$ cat src/rtl/tile_buf_pkg.sv
// rtl/tile_buf_pkg.sv - shared types and constants for the ping-pong tile buffer
package tile_buf_pkg;

  typedef enum logic [1:0] {
    BANK_EMPTY   = 2'd0,
    BANK_FILLING = 2'd1,
    BANK_FULL    = 2'd2
  } bank_state_e;

  localparam int STAT_W = 16;

  function automatic logic [STAT_W-1:0] sat_inc(input logic [STAT_W-1:0] v);
    return (&v) ? v : v + 1'b1;
  endfunction

endpackage

$ cat src/rtl/tile_bank.sv
// rtl/tile_bank.sv - one tile register bank with a single write port and a combinational read port
module tile_bank
  import tile_buf_pkg::*;
#(
  parameter int DATA_W     = 32,
  parameter int TILE_DEPTH = 16,
  parameter int ADDR_W     = $clog2(TILE_DEPTH)
) (
  input  logic              clk,
  input  logic              rst_n,
  input  logic              we,
  input  logic [ADDR_W-1:0] waddr,
  input  logic [DATA_W-1:0] wdata,
  input  logic [ADDR_W-1:0] raddr,
  output logic [DATA_W-1:0] rdata
);

  logic [DATA_W-1:0] mem [TILE_DEPTH];

  always_ff @(posedge clk or negedge rst_n) begin
    if (!rst_n) begin
      for (int i = 0; i < TILE_DEPTH; i++) mem[i] <= '0;
    end else if (we) begin
      mem[waddr] <= wdata;
    end
  end

  assign rdata = mem[raddr];

endmodule

$ cat src/rtl/tile_pingpong_buf.sv
// rtl/tile_pingpong_buf.sv - double-buffered A-tile store replaying each full tile REUSE times
// Optional stall counters: define TILE_BUF_STATS_EN.
module tile_pingpong_buf
  import tile_buf_pkg::*;
#(
  parameter int DATA_W     = 32,
  parameter int TILE_DEPTH = 16,
  parameter int REUSE      = 4,
  parameter int ADDR_W     = $clog2(TILE_DEPTH)
) (
  input  logic              clk,
  input  logic              rst_n,
  input  logic              flush,
  input  logic              in_valid,
  output logic              in_ready,
  input  logic [DATA_W-1:0] in_data,
  output logic              out_valid,
  input  logic              out_ready,
  output logic [DATA_W-1:0] out_data,
  output logic              out_last,
  output logic              load_valid_index,
  output logic              load_valid,
  output logic              read_valid,
  output logic              tile_loaded,
  output logic              tile_released
`ifdef TILE_BUF_STATS_EN
  ,
  output logic [STAT_W-1:0] in_stall_cnt,
  output logic [STAT_W-1:0] out_stall_cnt
`endif
);

  localparam int PASS_W = (REUSE > 1) ? $clog2(REUSE) : 1;
  localparam logic [ADDR_W-1:0] LAST_ADDR = ADDR_W'(TILE_DEPTH - 1);
  localparam logic [PASS_W-1:0] LAST_PASS = PASS_W'(REUSE - 1);

  bank_state_e       state [2];
  logic              wr_sel;
  logic              rd_sel;
  logic [ADDR_W-1:0] wr_addr;
  logic [ADDR_W-1:0] rd_addr;
  logic [PASS_W-1:0] pass_cnt;
  logic [DATA_W-1:0] rdata [2];
  logic              in_fire;
  logic              out_fire;
  logic              fill_done;
  logic              release_bank;

  assign in_ready     = (state[wr_sel] != BANK_FULL);
  assign out_valid    = (state[rd_sel] == BANK_FULL);
  assign in_fire      = in_valid && in_ready;
  assign out_fire     = out_valid && out_ready;
  assign fill_done    = in_fire && (wr_addr == LAST_ADDR);
  assign release_bank = out_fire && (rd_addr == LAST_ADDR) && (pass_cnt == LAST_PASS);

  assign out_data         = rdata[rd_sel];
  assign out_last         = out_valid && (rd_addr == LAST_ADDR);
  assign load_valid_index = wr_sel;
  assign load_valid       = (state[wr_sel] == BANK_FILLING);
  assign read_valid       = out_valid;
  assign tile_loaded      = fill_done && !flush;
  assign tile_released    = release_bank && !flush;

  for (genvar b = 0; b < 2; b++) begin : g_bank
    tile_bank #(
      .DATA_W    (DATA_W),
      .TILE_DEPTH(TILE_DEPTH),
      .ADDR_W    (ADDR_W)
    ) u_bank (
      .clk  (clk),
      .rst_n(rst_n),
      .we   (in_fire && !flush && (wr_sel == 1'(b))),
      .waddr(wr_addr),
      .wdata(in_data),
      .raddr(rd_addr),
      .rdata(rdata[b])
    );
  end

  // The writer and reader can never own the same bank while both fire a
  // state change, so the per-bank updates below never collide.
  always_ff @(posedge clk or negedge rst_n) begin
    if (!rst_n) begin
      state[0] <= BANK_EMPTY;
      state[1] <= BANK_EMPTY;
      wr_sel   <= 1'b0;
      rd_sel   <= 1'b0;
      wr_addr  <= '0;
      rd_addr  <= '0;
      pass_cnt <= '0;
    end else if (flush) begin
      state[0] <= BANK_EMPTY;
      state[1] <= BANK_EMPTY;
      wr_sel   <= 1'b0;
      rd_sel   <= 1'b0;
      wr_addr  <= '0;
      rd_addr  <= '0;
      pass_cnt <= '0;
    end else begin
      if (in_fire) begin
        wr_addr <= fill_done ? '0 : wr_addr + 1'b1;
        if (fill_done) wr_sel <= ~wr_sel;
      end
      if (out_fire) begin
        if (rd_addr == LAST_ADDR) begin
          rd_addr  <= '0;
          pass_cnt <= (pass_cnt == LAST_PASS) ? '0 : pass_cnt + 1'b1;
        end else begin
          rd_addr <= rd_addr + 1'b1;
        end
        if (release_bank) rd_sel <= ~rd_sel;
      end
      for (int b = 0; b < 2; b++) begin
        if (in_fire && (wr_sel == b[0])) begin
          state[b] <= fill_done ? BANK_FULL : BANK_FILLING;
        end else if (release_bank && (rd_sel == b[0])) begin
          state[b] <= BANK_EMPTY;
        end
      end
    end
  end

`ifdef TILE_BUF_STATS_EN
  always_ff @(posedge clk or negedge rst_n) begin
    if (!rst_n) begin
      in_stall_cnt  <= '0;
      out_stall_cnt <= '0;
    end else if (flush) begin
      in_stall_cnt  <= '0;
      out_stall_cnt <= '0;
    end else begin
      if (in_valid && !in_ready)   in_stall_cnt  <= sat_inc(in_stall_cnt);
      if (out_valid && !out_ready) out_stall_cnt <= sat_inc(out_stall_cnt);
    end
  end
`endif

endmodule

$ cat config.mk
export PLATFORM = sky130hd
export DESIGN_NAME = tile_pingpong_buf
export DESIGN_NICKNAME = d
export VERILOG_FILES = /design/src/rtl/tile_buf_pkg.sv /design/src/rtl/tile_bank.sv /design/src/rtl/tile_pingpong_buf.sv
export SDC_FILE = /design/constraint.sdc
export NUM_CORES = 1
export LEC_CHECK = 0
export ABC_AREA = 1
export CAP_MARGIN = 30
export CORE_MARGIN = 2
export CORE_UTILIZATION = 38
export CTS_CLUSTER_SIZE = 28
export DETAILED_ROUTE_END_ITERATION = 10
export GPL_TIMING_DRIVEN = 0
export PLACE_DENSITY = 0.52
export SLEW_MARGIN = 20
export SYNTH_ARGS = -nofsm -noshare
export SYNTH_HDL_FRONTEND = slang
export SYNTH_HIERARCHICAL = 1
export SYNTH_SLANG_ARGS = --single-unit
$ cat constraint.sdc
create_clock -name clk -period 5.71 [get_ports clk]
set_input_delay 1.4275 -clock clk [delete_from_list [all_inputs] [get_ports clk]]
set_output_delay 1.4275 -clock clk [all_outputs]
set_load 0.02 [all_outputs]
==> reports/qor.yml, run 1 <==
die:
  die_w_um: 368
  dieArea_sq_mm: 0.136
  pin_count: 77
  die_y_um: 368
  rows: 133
  core_sq_mm: 0.132
  start_util: 0.383
grt:
  use_met1: 0.372
  antenna_found_initial: 1
  track_usage: 0.285
  grt_overflow_total: 0
  grt_pass1_wl_um: 287000
  grtUsageMet2: 0.473
  gr-usage-met3: 0.0393
  grt_pass1_vias: 43600
  busiest_layer: "met2"
  grt_max_degree: 138
yosys:
  ys_ff_latch: 1040
  yosys_warnings: 6
  synth_nets: 6811
  synthesis.area_per_instance_sq_um: 7.44
  synth_area_sq_mm: 0.0504
  synth_area_leaders: "dfrtp_1 52%, nand2_1 17%, o21ai_0 11%, nand3_1 7.8%, inv_1 7.2%"
  synth_cell_type_count: 30
  synth_async_sr_flop_share: 1.00
  synth_flop_cell: "dfrtp_1"
  synth_cells: 6771
  synth_common_cells: "2,277 x nand2_1, 1,105 x o21ai_0, 1,040 x dfrtp_1, 969 x inv_1, 786 x nand3_1"
  synth_top_area_cell: "dfrtp_1"
  synth-edff-count: 0
  synth_seq_area_share: 0.516
  synth.most_common_cell: "nand2_1"
  netlist.area_leader.share: 0.516
route:
  routed_via_density: 5.10
  route.detailed.drc: 0
  drt_iter0_markers: 4295
  wire_per_inst_um: 22.0
  num_vias: 45100
  dr.pass1.iters: 6
  antenna_left: 0
  routed_wl_um: 194000
sta:
  hold_viol_final: 0
  fmax_ghz: 0.175
  drv_slew: 0
  tightest_slew_ns: 1.05
  finalWorstSetupSlack_ns: -0.0127
  fin_crit_sh: 1.00
  period_minus_slack_ns: 5.72
  finalSetupTns_ns: -0.0127
  setup_viol: 1
  relSlewSlack: 0.297
  clock_skew_ns: 0.0292
  rsz0062_at_grt: "no"
power_and_ir_drop:
  static-leakage-power_nw: 26.9
  irDropWorstVdd_mv: 0.251
  power.density_mw_per_mm2: 317
  power_w: 0.0183
hold_path:
  hold_path_class: "reg -> reg"
setup_path:
  critical_path_class: "reg -> out"
  worstPathMaxFanout: 10
  ff2ff_setup_slack_ns: 2.30
  cp-end-kind: "output port"
  worstSetupStartpointType: "register"
  crit_arrival_ns: 4.30
  crit_required_ns: 4.28
layout:
  drive_above_1_share: 0.0609
  nets: 7020
  syn_to_final_growth_pct: 14.5
  postLayoutCoreUtil: 0.438
  fillers: 13700
clock_network:
  clkSlewWorstSetupHoldPaths_ns: 0.06
  clockBufferDepth: 3
  clockRootBuffer: "clkbuf_16"
  cts_sinks: 1040
  cts-buffers-inserted: 117
  htreeDepth: 3
  cts_setup_buffers: 0
  clock_latency_ns: 0.73
  cts_tree: "yes"
placement:
  pre_cts_slack_ns: 0.403
  gp_congestion: 0.953
  numPortBuffers: 76
  hpwl_um: 147000
run_status:
  violations: "setup timing"
  outcome: "finished, violations left"
run:
  maxCapViolations: 0
[kinds of logic after synthesis]
kind of cell / Yosys count / share of synthesized area
and+or+nand+nor: 3123 / 0.256
AOI/OAI and AO/OA: 1150 / 0.114
adders and majority gates: 3 / 0.000745
xor gates and xnor gates: 2 / 0.000348
buffers and inverters: 1453 / 0.112
DFF: 1040 / 0.516
[per-layer routing]
metal  routed length [um]  up-vias
met2                91200     1515
met3                11400      422
li1                     -    21500
met5                    7        -
met4                 9050        2
met1                82100    21600
[timing repair]
item / in CTS / in global routing
hold buffers: 0 / 0
resized for setup: 36 / 18
setup endpoints to repair: 31 / 16
[report_power, final]
part,internal [W],switching (W),leakage (nW)
Combinational,0.000714,0.00145,12.1
Clock,0.00464,0.00318,1.95
Sequential,0.00800,0.000290,12.8
[path summary, 6_finish.rpt]
| kind | from | endpoint | cells past startpoint |
|---|---|---|---|
| min in group asynchronous | rst_n | g_bank[0].u_bank/mem[328] | 1 |
| max in group asynchronous | rst_n | g_bank[1].u_bank/mem[437] | 4 |
| min | g_bank[0].u_bank/mem[377] | g_bank[0].u_bank/mem[377] | 2 |
| max | rd_addr[1] | out_data[11] | 10 |
| min reg2reg | g_bank[0].u_bank/mem[377] | g_bank[0].u_bank/mem[377] | 2 |
| max reg2reg | load_valid_index | g_bank[0].u_bank/mem[436] | 11 |
[state kept, by name (all words and copies together) (netlist names)]
| name | count |
|---|---|
| wr_addr | 4 |
| rd_sel | 1 |
| rd_addr | 4 |
| g_bank.u_bank/mem | 1024 |
| pass_cnt | 2 |
| load_valid_index | 1 |
| state | 4 |
[metrics by stage]
stage	hold slack, ns	cell area, sq um	cells
after global routing	0.497	57700	8827
after CTS	0.487	57700	8827
after global placement	0.465	53400	8602
after floorplan	0.453	50400	6771
final	0.481	57700	8828
after detailed placement	0.473	53700	8616
[worst max-delay path, stage by stage, from the launching register on]
cell             delay, ns
dfrtp_2               0.57
inv_1                 0.19
clkbuf_1              0.46
clkbuf_1              0.55
nand3_1               0.17
nand3_1               0.11
nand3_1               0.17
nand2_1               0.18
nand2_1               0.18
nand2_1               0.30
clkdlybuf4s50_1       0.65
[cells in the final DEF (no fill, tap or decap), types with 10 or more instances in the layout]
cell / count
bufinv_16: 10
o21ai_0: 1105
clkbuf_16: 119
nor2_1: 15
clkbuf_8: 31
clkinv_2: 21
dfrtp_1: 1038
clkbuf_2: 39
clkbuf_1: 295
nand2_1: 2277
buf_2: 139
o21ai_1: 40
inv_1: 969
buf_1: 23
nand3_1: 786
clkdlybuf4s50_1: 75
nand2_2: 12
[final cells by class]
cell class | instances | area [sq um] | area share
flip-flops and latches | 1040 | 26000 | 0.451
multi-input cells | 4278 | 18700 | 0.325
inverters | 975 | 3660 | 0.0635
clock buffers | 174 | 3490 | 0.0606
well taps | 1755 | 2200 | 0.0381
plain buffers | 478 | 2050 | 0.0355
repair buffers | 90 | 1080 | 0.0187
clock inverters | 37 | 453 | 0.00785
diodes | 1 | 2.50 | 0.0000434
Power figures use the tool's default switching activity.
==> inputs of run 2 (changes only) <==
Settings changed: CORE_MARGIN 2 to default.
Clock period 5.71 ns to 6.4 ns, I/O delays scaled along.
==> run 2 against run 1 <==
Compared with the run above: the flow now finishes without violations; combinational power decreased by 11%; worst hold slack about the same; via count increased by 0.22%; critical path type unchanged; largest power group unchanged.
==> reports/qor.yml, run 2 (synthesized netlist as in run 1, its figures left out) <==
setup_path:
  ff2ff_setup_slack_ns: 3.00  # was 2.30 ns
  path_cells: "inv_1, clkbuf_1, clkbuf_1, nand3_1, nand3_1, nand3_1, nand2_1, nand2_1, nand2_1, clkdlybuf4s50_1"  # unchanged
  worstSetupStartpointType: "register"  # unchanged
  crit_required_ns: 4.80  # was 4.28 ns
  critical_path_class: "reg -> out"  # unchanged
  cp-end-kind: "output port"  # unchanged
  max_stage_delay_ns: 0.79  # was 0.65 ns
  cp_slowest_cell: "clkbuf_1"  # was clkdlybuf4s50_1
  worstPathMaxFanout: 10  # unchanged
  crit_arrival_ns: 4.66  # was 4.30 ns
clock_network:
  cts_setup_buffers: 0  # unchanged
  clockRootBuffer: "clkbuf_16"  # unchanged
  clkSlewWorstSetupHoldPaths_ns: 0.06  # about the same
  cts-resized-gates: 0  # was 36
  cts-buffers-inserted: 117  # unchanged
  cts_hold_buf: 0  # unchanged
  cts_sinks: 1040  # unchanged
  htreeDepth: 3  # unchanged
  clock_latency_ns: 0.76  # was 0.73 ns
  clockBufferDepth: 3  # unchanged
  cts_tree: "yes"  # unchanged
sta:
  setup_viol: 0  # was 1
  relSlewSlack: 0.276  # was 0.297
  period_minus_slack_ns: 6.26
  rsz0062_at_grt: "no"  # unchanged
  fin_crit_sh: 0.978
  tightest_slew_ns: 1.09  # was 1.05 ns
  clock_skew_ns: 0.0292  # about the same
  hold_viol_final: 0  # unchanged
  finalSetupTns_ns: 0  # was -0.0127 ns
  fmax_ghz: 0.160
  drv_slew: 0  # unchanged
placement:
  post_dp_cell_area_sq_mm: 0.0537  # about the same
  hpwl_um: 148000  # was 147,000 um
  gp_congestion: 0.987  # was 0.953
  numPortBuffers: 76  # unchanged
grt:
  grt_max_degree: 139  # was 138
  antenna_found_initial: 1  # unchanged
  track_usage: 0.288  # was 0.285
  grt_overflow_total: 0  # unchanged
  grt_pass1_vias: 43700  # was 43,600
  grt_pass1_wl_um: 288000  # was 287,000 um
layout:
  final_area_sq_mm: 0.0578  # was 0.0577 sq mm
  multiInputGateArea_sq_mm: 0.0187  # unchanged
  layout_commonest_cell: "nand2_1"  # unchanged
  ff_latch_area_sq_mm: 0.0260  # about the same
  fillers: 13600  # was 13,700
  syn_to_final_growth_pct: 14.7  # was 14.5%
  drive_above_1_share: 0.0562  # was 0.0609
  largest-register: "g_bank.u_bank/mem"  # unchanged
  largest_reg_flops: 1024  # unchanged
  antennaDiodeCount: 0  # was 1
  nets: 7021  # was 7,020
  final_cell_mix: "2,277 x nand2_1, 1,105 x o21ai_0, 1,040 x dfrtp_1, 969 x inv_1, 786 x nand3_1"  # was 2,277 x nand2_1, 1,105 x o21ai_0, 1,038 x dfrtp_1, 969 x inv_1, 786 x nand3_1
route:
  antenna_left: 0  # unchanged
  routed_via_density: 5.11  # was 5.10
  num_vias: 45200  # was 45,100
  routed_wl_um: 195000  # was 194,000 um
  wire_per_inst_um: 22.0  # about the same
  route.detailed.drc: 0  # unchanged
  dr.pass1.iters: 6  # unchanged
  drt_iter0_markers: 4376  # was 4,295
hold_path:
  hold_path_class: "reg -> reg"  # unchanged
power_and_ir_drop:
  irDropWorstVdd_mv: 0.247  # was 0.251 mV
  static-leakage-power_nw: 26.8  # was 26.9 nW
  power.density_mw_per_mm2: 287  # was 317 mW/mm^2
die:
  core_sq_mm: 0.131  # was 0.132 sq mm
  die_w_um: 366  # was 368 um
  die_y_um: 366  # was 368 um
  rows: 133  # unchanged
  dieArea_sq_mm: 0.134  # was 0.136 sq mm
  pin_count: 77  # unchanged
  start_util: 0.383  # about the same
run_status:
  outcome: "finished clean"  # was finished, violations left
run:
  maxCapViolations: 0  # unchanged
==> run 2: cell count changes in the layout (fill, tap and decap cells not counted), sizes merged <==
cell           change
clkinvlp           -3
inv                +2
clkdlybuf4s15      -2
clkbuf             +8
buf                +3
diode              -1
bufinv             +2
clkinv             -1
==> run 2: path summary, 6_finish.rpt <==
kind | startpoint | to | depth (start not counted)
worst max-delay path | rd_addr[1] | out_data[18] | 10
worst min-delay path | g_bank[1].u_bank/mem[72] | g_bank[1].u_bank/mem[72] | 2
worst max register to register | load_valid_index | g_bank[0].u_bank/mem[434] | 11
worst min register to register | g_bank[1].u_bank/mem[72] | g_bank[1].u_bank/mem[72] | 2
max in group asynchronous | rst_n | g_bank[1].u_bank/mem[80] | 6
min in group asynchronous | rst_n | g_bank[0].u_bank/mem[392] | 1
==> run 2: layer usage <==
layer  routed length, um  vias up  GRT usage
met5                   0        -          0
met4                8740        0      0.120
met3               11000      404     0.0386
met2               92100     1502      0.479
met1               82900    21700      0.377
li1                    -    21500          -
==> run 2: cell type report <==
class | instances | area share
Sequential cell | 1040 | 0.450
Timing Repair Buffer | 91 | 0.0188
Clock inverter | 37 | 0.00883
Multi-Input combinational cell | 4278 | 0.324
Tap cell | 1755 | 0.0380
Inverter | 975 | 0.0633
Buffer | 478 | 0.0343
Clock buffer | 182 | 0.0629
==> run 2: through the flow <==
stage	hold slack [ns]	std cells	worst slack, ns	utilization	total power [W]
4_1_cts	0.487	8834	0.210	0.440	0.0167
2_1_floorplan	0.453	6771	2.69	-	0.00852
3_5_place_dp	0.473	8615	1.02	0.408	0.00940
6_report	0.480	8836	0.139	0.440	0.0166
5_1_grt	0.500	8836	0.00234	0.440	0.0173
3_3_place_gp	0.465	8602	-46.66	0.406	0.00942
==> run 2: critical path: cells and delay by family, from the launching register on <==
kind | cells | cell delay (ns)
and+or+nand+nor | 6 | 1.16
DFF | 1 | 0.64
buffers and inverters | 4 | 2.06
==> run 2: power breakdown <==
group          switching (W)  internal [W]  leakage (nW)
logic                0.00130      0.000638          12.0
registers           0.000258       0.00713          12.8
clock network        0.00290       0.00436          2.06
total                0.00446        0.0121          26.8
